[config.mk]
export PLATFORM = sky130hd
export DESIGN_NAME = fetch_stage
export DESIGN_NICKNAME = d
export VERILOG_FILES = /design/src/rtl/fetch_stage.sv
export SDC_FILE = /design/constraint.sdc
export NUM_CORES = 1
export LEC_CHECK = 0
export ABC_AREA = 1
export CORE_ASPECT_RATIO = 1.2
export CORE_MARGIN = 8
export CORE_UTILIZATION = 30
export CTS_BUF_LIST = sky130_fd_sc_hd__clkbuf_16
export DETAILED_ROUTE_END_ITERATION = 6
export GPL_TIMING_DRIVEN = 0
export RECOVER_POWER = 50
export SYNTH_ARGS = -nofsm -noshare
export SYNTH_HDL_FRONTEND = slang
export SYNTH_SLANG_ARGS = --single-unit
[constraint.sdc]
create_clock -name clk -period 3.44 [get_ports clk]
set_input_delay 0.516 -clock clk [delete_from_list [all_inputs] [get_ports clk]]
set_output_delay 0.516 -clock clk [all_outputs]
set_load 0.005 [all_outputs]
[src/rtl/fetch_stage.sv]
`default_nettype none
// ============================================================================
//  Module      : fetch_stage
//  Description : Instruction fetch stage and IF/ID pipeline register of the
//                pipelined MIPS core. Owns the PC, drives the instruction
//                memory address, and captures the fetched word into IF/ID.
//                It takes the decoder's Branch/Jump outputs for the IF/ID
//                instruction, computes the redirect target, squashes the
//                wrong-path slot and reloads the PC.
//
//  Ports       : clk          - system clock, rising edge
//                rst          - synchronous active-high reset
//                stall        - hazard hold; freezes PC and IF/ID
//                imem_addr    - instruction memory byte address (= PC)
//                imem_data    - instruction word at imem_addr (same cycle)
//                id_branch    - decoder Branch for the IF/ID instruction
//                id_jump      - decoder Jump for the IF/ID instruction
//                id_cmp_eq    - ID-stage comparator result (rs == rt)
//                IR           - IF/ID instruction register
//                id_pc_plus4  - IF/ID copy of fetch PC + 4
//                id_valid     - IF/ID holds a real (non-squashed) instruction
//                fetch_count  - valid instructions written into IF/ID
//
//  Revision    : 1.0 - initial release
// ============================================================================
module fetch_stage #(
    parameter logic [31:0] RESET_PC = 32'h0000_0000
) (
    input  logic        clk,
    input  logic        rst,
    input  logic        stall,
    output logic [31:0] imem_addr,
    input  logic [31:0] imem_data,
    input  logic        id_branch,
    input  logic        id_jump,
    input  logic        id_cmp_eq,
    output logic [31:0] IR,
    output logic [31:0] id_pc_plus4,
    output logic        id_valid,
    output logic [31:0] fetch_count
);

    // The PC is word aligned at all times; the reset value is forced aligned
    // so a misconfigured parameter cannot break that invariant.
    localparam logic [31:0] c_reset_pc = {RESET_PC[31:2], 2'b00};

    logic [31:0] r_pc;
    logic [31:0] r_ir;
    logic [31:0] r_pc4;
    logic        r_valid;
    logic [31:0] r_count;

    logic        w_take_jump;
    logic        w_take_branch;
    logic        w_redirect;
    logic [31:0] w_branch_target;
    logic [31:0] w_jump_target;
    logic [31:0] w_target;
    logic [31:0] w_pc_next_seq;

    // Redirect decisions are gated by id_valid, so a squashed slot can never
    // redirect even if the decoder were to flag it. Jump has precedence over
    // branch should both ever be asserted together.
    assign w_take_jump   = r_valid & id_jump;
    assign w_take_branch = r_valid & id_branch & id_cmp_eq & ~id_jump;
    assign w_redirect    = w_take_jump | w_take_branch;

    // Targets have zero low bits by construction (offset and index are
    // shifted left by two, and id_pc_plus4 is aligned).
    assign w_branch_target = r_pc4 + {{14{r_ir[15]}}, r_ir[15:0], 2'b00};
    assign w_jump_target   = {r_pc4[31:28], r_ir[25:0], 2'b00};
    assign w_target        = w_take_jump ? w_jump_target : w_branch_target;
    assign w_pc_next_seq   = r_pc + 32'd4;

    always_ff @(posedge clk) begin
        if (rst) begin
            r_pc    <= c_reset_pc;
            r_ir    <= 32'h0000_0000;
            r_pc4   <= 32'h0000_0000;
            r_valid <= 1'b0;
            r_count <= 32'h0000_0000;
        end else if (!stall) begin
            if (w_redirect) begin
                // No delay slot: the sequentially fetched word is dropped
                // and a bubble takes its place in IF/ID.
                r_pc    <= w_target;
                r_ir    <= 32'h0000_0000;
                r_pc4   <= 32'h0000_0000;
                r_valid <= 1'b0;
            end else begin
                r_pc    <= w_pc_next_seq;
                r_ir    <= imem_data;
                r_pc4   <= w_pc_next_seq;
                r_valid <= 1'b1;
                r_count <= r_count + 32'd1;
            end
        end
        // While stalled everything holds; a pending redirect is simply
        // re-evaluated on the first unstalled edge.
    end

    assign imem_addr   = r_pc;
    assign IR          = r_ir;
    assign id_pc_plus4 = r_pc4;
    assign id_valid    = r_valid;
    assign fetch_count = r_count;

endmodule
`default_nettype wire

==> results of run 1 <==
## placed cells by master, fill, tap and decap left out, drive strengths merged, types with 3 or more instances in the layout
| cell | Yosys | layout |
|---|---|---|
| dlygate4sd3 | 0 | 105 |
| o21ai | 84 | 84 |
| xor2 | 23 | 23 |
| or2 | 8 | 8 |
| clkinvlp | 0 | 4 |
| inv | 134 | 136 |
| ha | 31 | 31 |
| clkinv | 1 | 9 |
| nand3 | 85 | 85 |
| buf | 14 | 9 |
| nand2 | 423 | 423 |
| nand4 | 12 | 12 |
| nor2 | 121 | 121 |
| nand3b | 5 | 5 |
| dfxtp | 129 | 129 |
| a21oi | 152 | 152 |
| xnor2 | 7 | 7 |
| a31oi | 6 | 6 |
| clkdlybuf4s50 | 0 | 60 |
| clkbuf | 29 | 51 |
| nor4 | 3 | 3 |
| nor3 | 35 | 35 |
## power groups by stage
stage | registers (W) | logic, W | clock network (W)
2_1_floorplan | 0.00167 | 0.000346 | 0
3_3_place_gp | 0.00170 | 0.000674 | 0
3_5_place_dp | 0.00170 | 0.000678 | 0
4_1_cts | 0.00167 | 0.000681 | 0.00174
5_1_grt | 0.00168 | 0.000723 | 0.00183
6_report | 0.00167 | 0.000651 | 0.00173
## worst max-delay path, stage by stage
cell and delay, ps:
dlygate4sd3_1 530, nand2_1 80, nor2_1 50, nand2_1 220, nand2_1 250, nor2_1 380
clkbuf_1 440, clkbuf_1 500, nand2_1 110, a21oi_1 150
## registers in the layout (all words and copies together), names as in the netlist
signal / flops
id_pc_plus4: 32
IR: 32
fetch_count: 32
imem_addr: 32
id_valid: 1
## logic make-up (layout without fill, tap and decap cells)
group | Yosys count | in the layout | synth area share
buf+inv | 178 | 375 | 0.0836
simple gates | 695 | 695 | 0.359
flops | 129 | 129 | 0.314
fa+ha+maj | 32 | 32 | 0.0496
compound gates | 256 | 256 | 0.162
xor+xnor | 30 | 30 | 0.0320
other cells | 0 | 1 | 0
## cell usage after synthesis, types with 2 or more instances
master	count	share of area
nand2_1	417	0.19
a21oi_1	152	0.093
inv_1	130	0.059
dfxtp_1	129	0.31
nor2_1	115	0.053
nand3_1	84	0.051
o21ai_0	84	0.051
ha_1	31	0.047
nor3_1	31	0.019
clkbuf_1	29	0.013
xor2_1	23	0.025
nand4_1	12	0.0091
buf_2	9	0.0055
xnor2_1	7	0.0075
a31oi_1	6	0.0046
or2_2	6	0.0046
nand3b_1	5	0.0046
inv_2	4	0.0018
nand2_2	4	0.0030
nor3_2	4	0.0049
buf_1	3	0.0014
nor2_2	3	0.0023
a21o_1	2	0.0018
a41oi_1	2	0.0021
buf_4	2	0.0018
nand2_4	2	0.0027
nor2_4	2	0.0027
nor4_2	2	0.0030
o211ai_1	2	0.0018
or2_0	2	0.0015
## layer usage
layer | share of wire | up-vias | wire [um] | track usage
li1 | - | 4696 | - | -
met1 | 0.39 | 4304 | 13500 | 0.225
met2 | 0.52 | 292 | 18000 | 0.389
met3 | 0.056 | 74 | 1960 | 0.0438
met4 | 0.040 | 2 | 1380 | 0.0962
met5 | 0.00037 | - | 13 | 0
## path summary, 6_finish.rpt
check	startpoint	endpoint	slack, ps	depth (start not counted)
hold reg to reg	IR[28]	IR[28]	460	2
setup / recovery	id_branch	IR[8]	570	10
setup reg to reg	IR[15]	imem_addr[25]	760	12
hold / removal	IR[28]	IR[28]	460	2
## layout make-up
cell class	instances	area share
Tap cell	340	0.0394
Sequential cell	129	0.239
Clock buffer	17	0.0394
Antenna cell	1	0.000232
Multi-Input combinational cell	1013	0.455
Timing Repair Buffer	165	0.153
Clock inverter	15	0.0112
Inverter	135	0.0469
Buffer	43	0.0156
## metrics by stage
stage / setup slack (ps) / instance area [um2] / hold WS [ps] / utilization / power, W
after global placement: 697 / 10300 / 452 / 0.381 / 0.00238
after floorplan: 1420 / 8220 / 462 / - / 0.00201
after global routing: 287 / 10800 / 481 / 0.400 / 0.00423
after detailed placement: 750 / 10300 / 454 / 0.381 / 0.00238
final: 571 / 10800 / 460 / 0.400 / 0.00405
after CTS: 776 / 10800 / 463 / 0.402 / 0.00409
==> qor.yml, run 1 <==
finalMaxSlewViolations: 0
insertion_delay_ps: 430
final_nets: 1574
layout-drive-gt1-share: 0.0402
max_freq_mhz: 349
fillers: 2898
sw_frac_of_total: 0.302
grt_max_degree: 19
drv_cap: 0
vdd_drop_max_mv: 0.278
pwr-share-seq: 0.412
drt_first_iter_violations: 658
power.leakage_nw: 4.68
ys_ff_latch: 129
hold_viol: 0
min_path_type: "reg2reg"
ant_nets: 0
viasPerCell: 5.04
setup_viol: 0
internal_power_w: 0.00283
routed_wl_mm: 34.9
cts.htree.levels: 4
worst-setup-path-type: "in2reg"
root_buffer: "clkbuf_16"
cts_resized: 0
seqCellArea_mm2: 0.00258
max_slew_margin: 0.419
grt_pass1_vias: 9281
drc_errors: 0
postCtsHoldBufs: 0
multi_input_area_mm2: 0.00492
grtUsageTotal: 0.210
start_util: 0.304
grt_antenna_before_repair: 1
clk_pin_slew_ps: 60
post_synth.cell_area_avg_um2: 6.23
dieArea_mm2: 0.0330
wl_per_cell_um: 18.8
cp.required_ps: 3790
syn_to_final_growth_pct: 31.4
p_clk_frac: 0.427
std_cell_rows: 66
ys.flop_type: "dfxtp_1"
dp_hpwl_mm: 28.4
place.gp.congestion: 0.916
grt_pass1_wl_mm: 53.2
dp.cells: 1825
yosysSeqAreaShare: 0.314
cts_buffers: 17
synth-edff-count: 0
finalNonFillerCells: 1858
synth-async-reset-ratio: 0
port_buffers: 165
finalCriticalPeriod_ps: 2870
tns_ps: 0
core-area_mm2: 0.0270
dr.pass1.iters: 7
start_kind: "input port"
run_status: "completed"
post_cts_buffers: 0
cp.arrival_ps: 3220
switchingPower_w: 0.00122
syn_area_mm2: 0.00822
crit_path_max_fanout: 10
ys_types: 46
num_io_pins: 167
clock_path_buffers: 2
cts_tree: "done"
syn_inst: 1320
grt-ovfl-total: 0
p_comb_frac: 0.161
min_period_over_period: 0.834
num_vias: 9368
power_density_mw_per_mm2: 375
cts_num_sinks: 129
die_h_um: 197
ys_warn_count: 0
skew_ps: 11.5
die_w_um: 167
crit_path_end_kind: "register"
tightest_slew_ps: 872
grt_setup_unrepaired: "no"
synth_nets: 1390
Note: power is estimated with default switching activity, not from simulation.
==> run 2: changes to the inputs <==
Clock period 3.44 ns to 2.8 ns, I/O delays scaled along.
==> run 2 against run 1 <==
Effect of this change:
- count of clock-buffer cells in the layout stayed put
- worst setup slack worse by 280 ps
- utilization is 0.088 points higher
- clock power is 23% higher
- wire length hardly changed
- total power is 23% higher
- hold slack hardly changed
- design area is 0.22% higher
- die area stayed put
- largest cell class unchanged
- highest routed layer unchanged
==> qor.yml, run 2 (synthesis gave the netlist of run 1 again) <==
layout-drive-gt1-share: 0.0435  # +0.00330
grt_setup_unrepaired: "no"
finalCriticalPeriod_ps: 2510
start_kind: "input port"
cts_resized: 0  # unchanged
power_density_mw_per_mm2: 460  # +23%
postCtsHoldBufs: 0  # unchanged
layout_common_cells: "nand2_1, a21oi_1, inv_1"
routed.top_layer: "met5"
multi_input_area_mm2: 0.00493  # +0.33%
insertion_delay_ps: 430  # about the same
crit_path_max_fanout: 10  # unchanged
start_util: 0.304  # unchanged
port_buffers: 165  # unchanged
skew_ps: 11.5  # +0.00880 ps
final_nets: 1574  # unchanged
tightest_slew_ps: 871  # -1.25 ps
drv_cap: 0  # unchanged
drt_first_iter_violations: 667  # +1.4%
die_w_um: 167  # unchanged
min_path_type: "reg2reg"
cp.required_ps: 3140  # -650 ps
met3_length_mm: 1.88  # -3.8%
root_buffer: "clkbuf_16"
tns_ps: 0  # unchanged
power.leakage_nw: 4.70  # +0.49%
post_cts_buffers: 0  # unchanged
final_common_cell: "nand2_1"
fillers: 2893  # -0.17%
die_h_um: 197  # unchanged
worst-setup-path-type: "in2reg"
wl_met2_mm: 18.0  # about the same
dp_hpwl_mm: 28.4  # unchanged
hold_viol: 0  # unchanged
max_freq_mhz: 398
run_status: "completed"
dieArea_mm2: 0.0330  # unchanged
std_cell_rows: 66  # unchanged
seqCellArea_mm2: 0.00258  # about the same
grt_antenna_before_repair: 1  # unchanged
finalMaxSlewViolations: 0  # unchanged
place.gp.congestion: 0.916  # unchanged
grt_pass1_vias: 9281  # unchanged
crit_path_end_kind: "register"
max_slew_margin: 0.420  # +0.000831
core-area_mm2: 0.0270  # unchanged
cts_buffers: 17  # unchanged
dr.pass1.iters: 5  # -2
vdd_drop_max_mv: 0.340  # +22%
num_io_pins: 167  # unchanged
routed_wl_mm: 34.9  # about the same
clock_path_buffers: 2  # unchanged
num_vias: 9373  # +0.053%
min_period_over_period: 0.898
cts.htree.levels: 4  # unchanged
cts_tree: "done"
ant_nets: 0  # unchanged
clk_pin_slew_ps: 60  # about the same
cts_num_sinks: 129  # unchanged
grt_max_degree: 19  # unchanged
cp.arrival_ps: 2860  # -360 ps
viasPerCell: 5.04  # about the same
syn_to_final_growth_pct: 31.7
setup_viol: 0  # unchanged
grt-ovfl-total: 0  # unchanged
fin_hold_ws_ps: 460  # -0.0220 ps
wl_per_cell_um: 18.8  # about the same
drt-met1-wl_mm: 13.6  # +0.68%
grt_pass1_wl_mm: 53.2  # unchanged
drc_errors: 0  # unchanged
grtUsageTotal: 0.210  # unchanged
power_w: 0.00498  # +23%
## run 2: cell types whose count changed in the layout (fill, tap and decap cells not counted), sizes merged
cell,before,now
clkdlybuf4s50,60,58
buf,9,10
clkbuf,51,50
dlygate4sd3,105,107
## run 2: final timing paths
check | endpoint | start | cells past startpoint | slack, ps
min | IR[28] | IR[28] | 2 | 460
min reg2reg | IR[28] | IR[28] | 2 | 460
max | IR[14] | id_branch | 10 | 290
max reg2reg | imem_addr[22] | IR[0] | 11 | 340
## run 2: report_power, final
| part | switching [W] | internal [W] | total (W) |
|---|---|---|---|
| Clock | 0.000911 | 0.00121 | 0.00212 |
| Combinational | 0.000467 | 0.000339 | 0.000806 |
| Sequential | 0.000127 | 0.00192 | 0.00205 |
## run 2: layout make-up
| type | instances | area share |
|---|---|---|
| Multi-Input combinational cell | 1013 | 0.456 |
| Sequential cell | 129 | 0.239 |
| Timing Repair Buffer | 165 | 0.153 |
| Inverter | 135 | 0.0468 |
| Clock buffer | 17 | 0.0393 |
| Tap cell | 340 | 0.0393 |
| Buffer | 43 | 0.0162 |
| Clock inverter | 15 | 0.0112 |
| Antenna cell | 1 | 0.000231 |
## run 2: metrics by stage
stage                     cells  setup WS (ps)  area [um2]   util
after global placement     1825            153       10300  0.381
after detailed placement   1825            173       10300  0.381
final                      1858            287       10800  0.401
after global routing       1857           97.8       10800  0.401
after floorplan            1320            783        8220      -
after CTS                  1857            136       10800  0.402
## run 2: worst max-delay path, stage by stage
cell and delay [ps]:
dlygate4sd3_1 530, nand2_1 80, nor2_1 50, nand2_1 220, nand2_1 320, nor2_8 210
clkbuf_1 400, buf_2 390, nand2_1 90, a21oi_1 150
## run 2: metal layers
layer,global-route usage,vias to the layer above
met1,0.225,4318
met3,0.0438,70
met5,0,-
met2,0.389,287
met4,0.0962,2
li1,-,4696
==> run 3: changes to the inputs <==
Settings changed: DONT_BUFFER_PORTS set to 1.
==> run 3 against run 2 <==
Effect of this change:
- design area decreased by 15%
- via count is 6.7% lower
- die area stayed put
- flip-flop and latch count unchanged
- non-clock buffer count shrank 165
- global-route usage fell by 0.68 points
- largest power group unchanged
- clock skew is 1.2 ps higher
- critical path depth fell by 1
- critical endpoint is now imem_addr[16]
- total power is 1.9% lower
- first-iteration DRC count down 4.9%
- critical path type is now reg2reg
- largest cell class unchanged
==> qor.yml, run 3 (synthesis gave the netlist of run 1 again) <==
clock_path_buffers: 2  # unchanged
power.leakage_nw: 3.82  # -19%
final_common_cell: "nand2_1"
sw_frac_of_total: 0.301  # -0.00127
syn_to_final_growth_pct: 12.1
grtUsageMet1: 0.200  # -0.0255
setup.worst_path.start: "imem_addr[2]"
crit_path_max_fanout: 7  # -3
grt_antenna_before_repair: 2  # +1
tns_ps: 0  # unchanged
finalNonFillerCells: 1691  # -9.0%
core-area_mm2: 0.0270  # unchanged
cts_num_sinks: 129  # unchanged
clk_pin_slew_ps: 60  # about the same
power_density_mw_per_mm2: 530  # +15%
final_nets: 1409  # -10%
cts_buffers: 17  # unchanged
post_cts_buffers: 0  # unchanged
root_buffer: "clkbuf_16"
grt_setup_unrepaired: "no"
p_clk_frac: 0.451  # +0.025
num_vias: 8744  # -6.7%
finalCoreUtilization: 0.341  # -0.0597
setup_viol: 0  # unchanged
layout_common_cells: "nand2_1, a21oi_1, inv_1"
finalCriticalPeriod_ps: 2620  # +110 ps
grt_pass1_wl_mm: 50.9  # -4.4%
layout-drive-gt1-share: 0.0540  # +0.0105
run_status: "completed"
hp-start: "imem_data[1]"
cts.htree.levels: 4  # unchanged
drc_errors: 0  # unchanged
grt_max_degree: 19  # unchanged
dr.pass1.iters: 5  # unchanged
grt-ovfl-total: 0  # unchanged
r2r_start: "imem_addr[2]"
grt-busiest-layer: "met2"
wl_per_cell_um: 19.9  # +6.1%
timing.final.ws_setup_ps: 176  # -110 ps
dp.cells: 1660  # -9.0%
grt_pass1_vias: 8729  # -5.9%
cp.arrival_ps: 2940  # +80 ps
fin_hold_ws_ps: 127  # -333 ps
worst-setup-path-type: "reg2reg"
drv_cap: 0  # unchanged
min_period_over_period: 0.937  # +0.0393
tightest_slew_ps: 863  # -7.57 ps
drt_first_iter_violations: 634  # -4.9%
grtUsageMet2: 0.382  # -0.00623
port_buffers: 0  # -100%
die_w_um: 167  # unchanged
cp.required_ps: 3120  # -20 ps
max_freq_mhz: 381  # -4.2%
finalMaxSlewViolations: 0  # unchanged
max_slew_margin: 0.425  # +0.00505
dieArea_mm2: 0.0330  # unchanged
min_path_type: "in2reg"
vdd_drop_max_mv: 0.321  # -5.6%
cts_resized: 0  # unchanged
use_met3: 0.0654  # +0.0216
place_ws_ps: 198  # +25.7 ps
viasPerCell: 5.17  # +2.5%
skew_ps: 12.7  # +1.19 ps
hold_viol: 0  # unchanged
insertion_delay_ps: 440  # about the same
routed_wl_mm: 33.7  # -3.4%
start_util: 0.304  # unchanged
dp_hpwl_mm: 27.4  # -3.6%
die_h_um: 197  # unchanged
num_io_pins: 167  # unchanged
postCtsHoldBufs: 0  # unchanged
start_kind: "register"
grtUsageTotal: 0.203  # -0.00683
pwr-share-seq: 0.426  # +0.014
internal_power_w: 0.00341  # -1.7%
std_cell_rows: 66  # unchanged
p_comb_frac: 0.122  # -0.040
diodes: 0  # -1
switchingPower_w: 0.00147  # -2.3%
ant_nets: 0  # unchanged
crit_path_end_kind: "register"
cts_tree: "done"
place.gp.congestion: 0.974  # +6.3%
==> run 3: per-stage QoR <==
stage	cell area [um2]	total power, W
after floorplan	8220	0.00247
after detailed placement	8650	0.00272
after global placement	8650	0.00271
final	9210	0.00488
after CTS	9210	0.00493
after global routing	9210	0.00508
==> run 3: final timing paths <==
check | end | depth (start not counted) | slack, ps
setup / recovery | imem_addr[16] | 9 | 180
hold reg to reg | IR[28] | 2 | 490
hold / removal | IR[1] | 2 | 130
setup reg to reg | imem_addr[16] | 9 | 180
==> run 3: power groups by stage <==
stage | logic, W | clock network [W] | registers, W
global placement | 0.000588 | 0 | 0.00213
detailed placement | 0.000591 | 0 | 0.00213
global route | 0.000674 | 0.00231 | 0.00210
finish | 0.000598 | 0.00220 | 0.00208
floorplan | 0.000425 | 0 | 0.00205
CTS | 0.000595 | 0.00224 | 0.00209
==> run 3: per-layer routing <==
layer,vias up,share of wire,wire length (um)
met4,4,0.039,1300
met5,-,0.00080,27
li1,4364,-,-
met3,75,0.079,2670
met2,291,0.52,17600
met1,4010,0.36,12100
==> run 3: cell type report <==
| cell class | instances | area, um2 |
|---|---|---|
| buffer | 43 | 180 |
| inverter | 135 | 507 |
| multi-input combinational | 1013 | 4950 |
| clock buffer | 17 | 425 |
| tap | 340 | 425 |
| fill | 3010 | 17800 |
| clock inverter | 14 | 141 |
| sequential | 129 | 2580 |
==> run 3: worst max-delay path, cell delays in order, from the launching register on <==
cell and delay, ps:
dfxtp_1 500, ha_1 340, nand3_1 250, nor3_1 600, nand3_1 200, xnor2_1 170, nand2_1 140, nand2_1 60
a21oi_1 150, a21oi_1 80
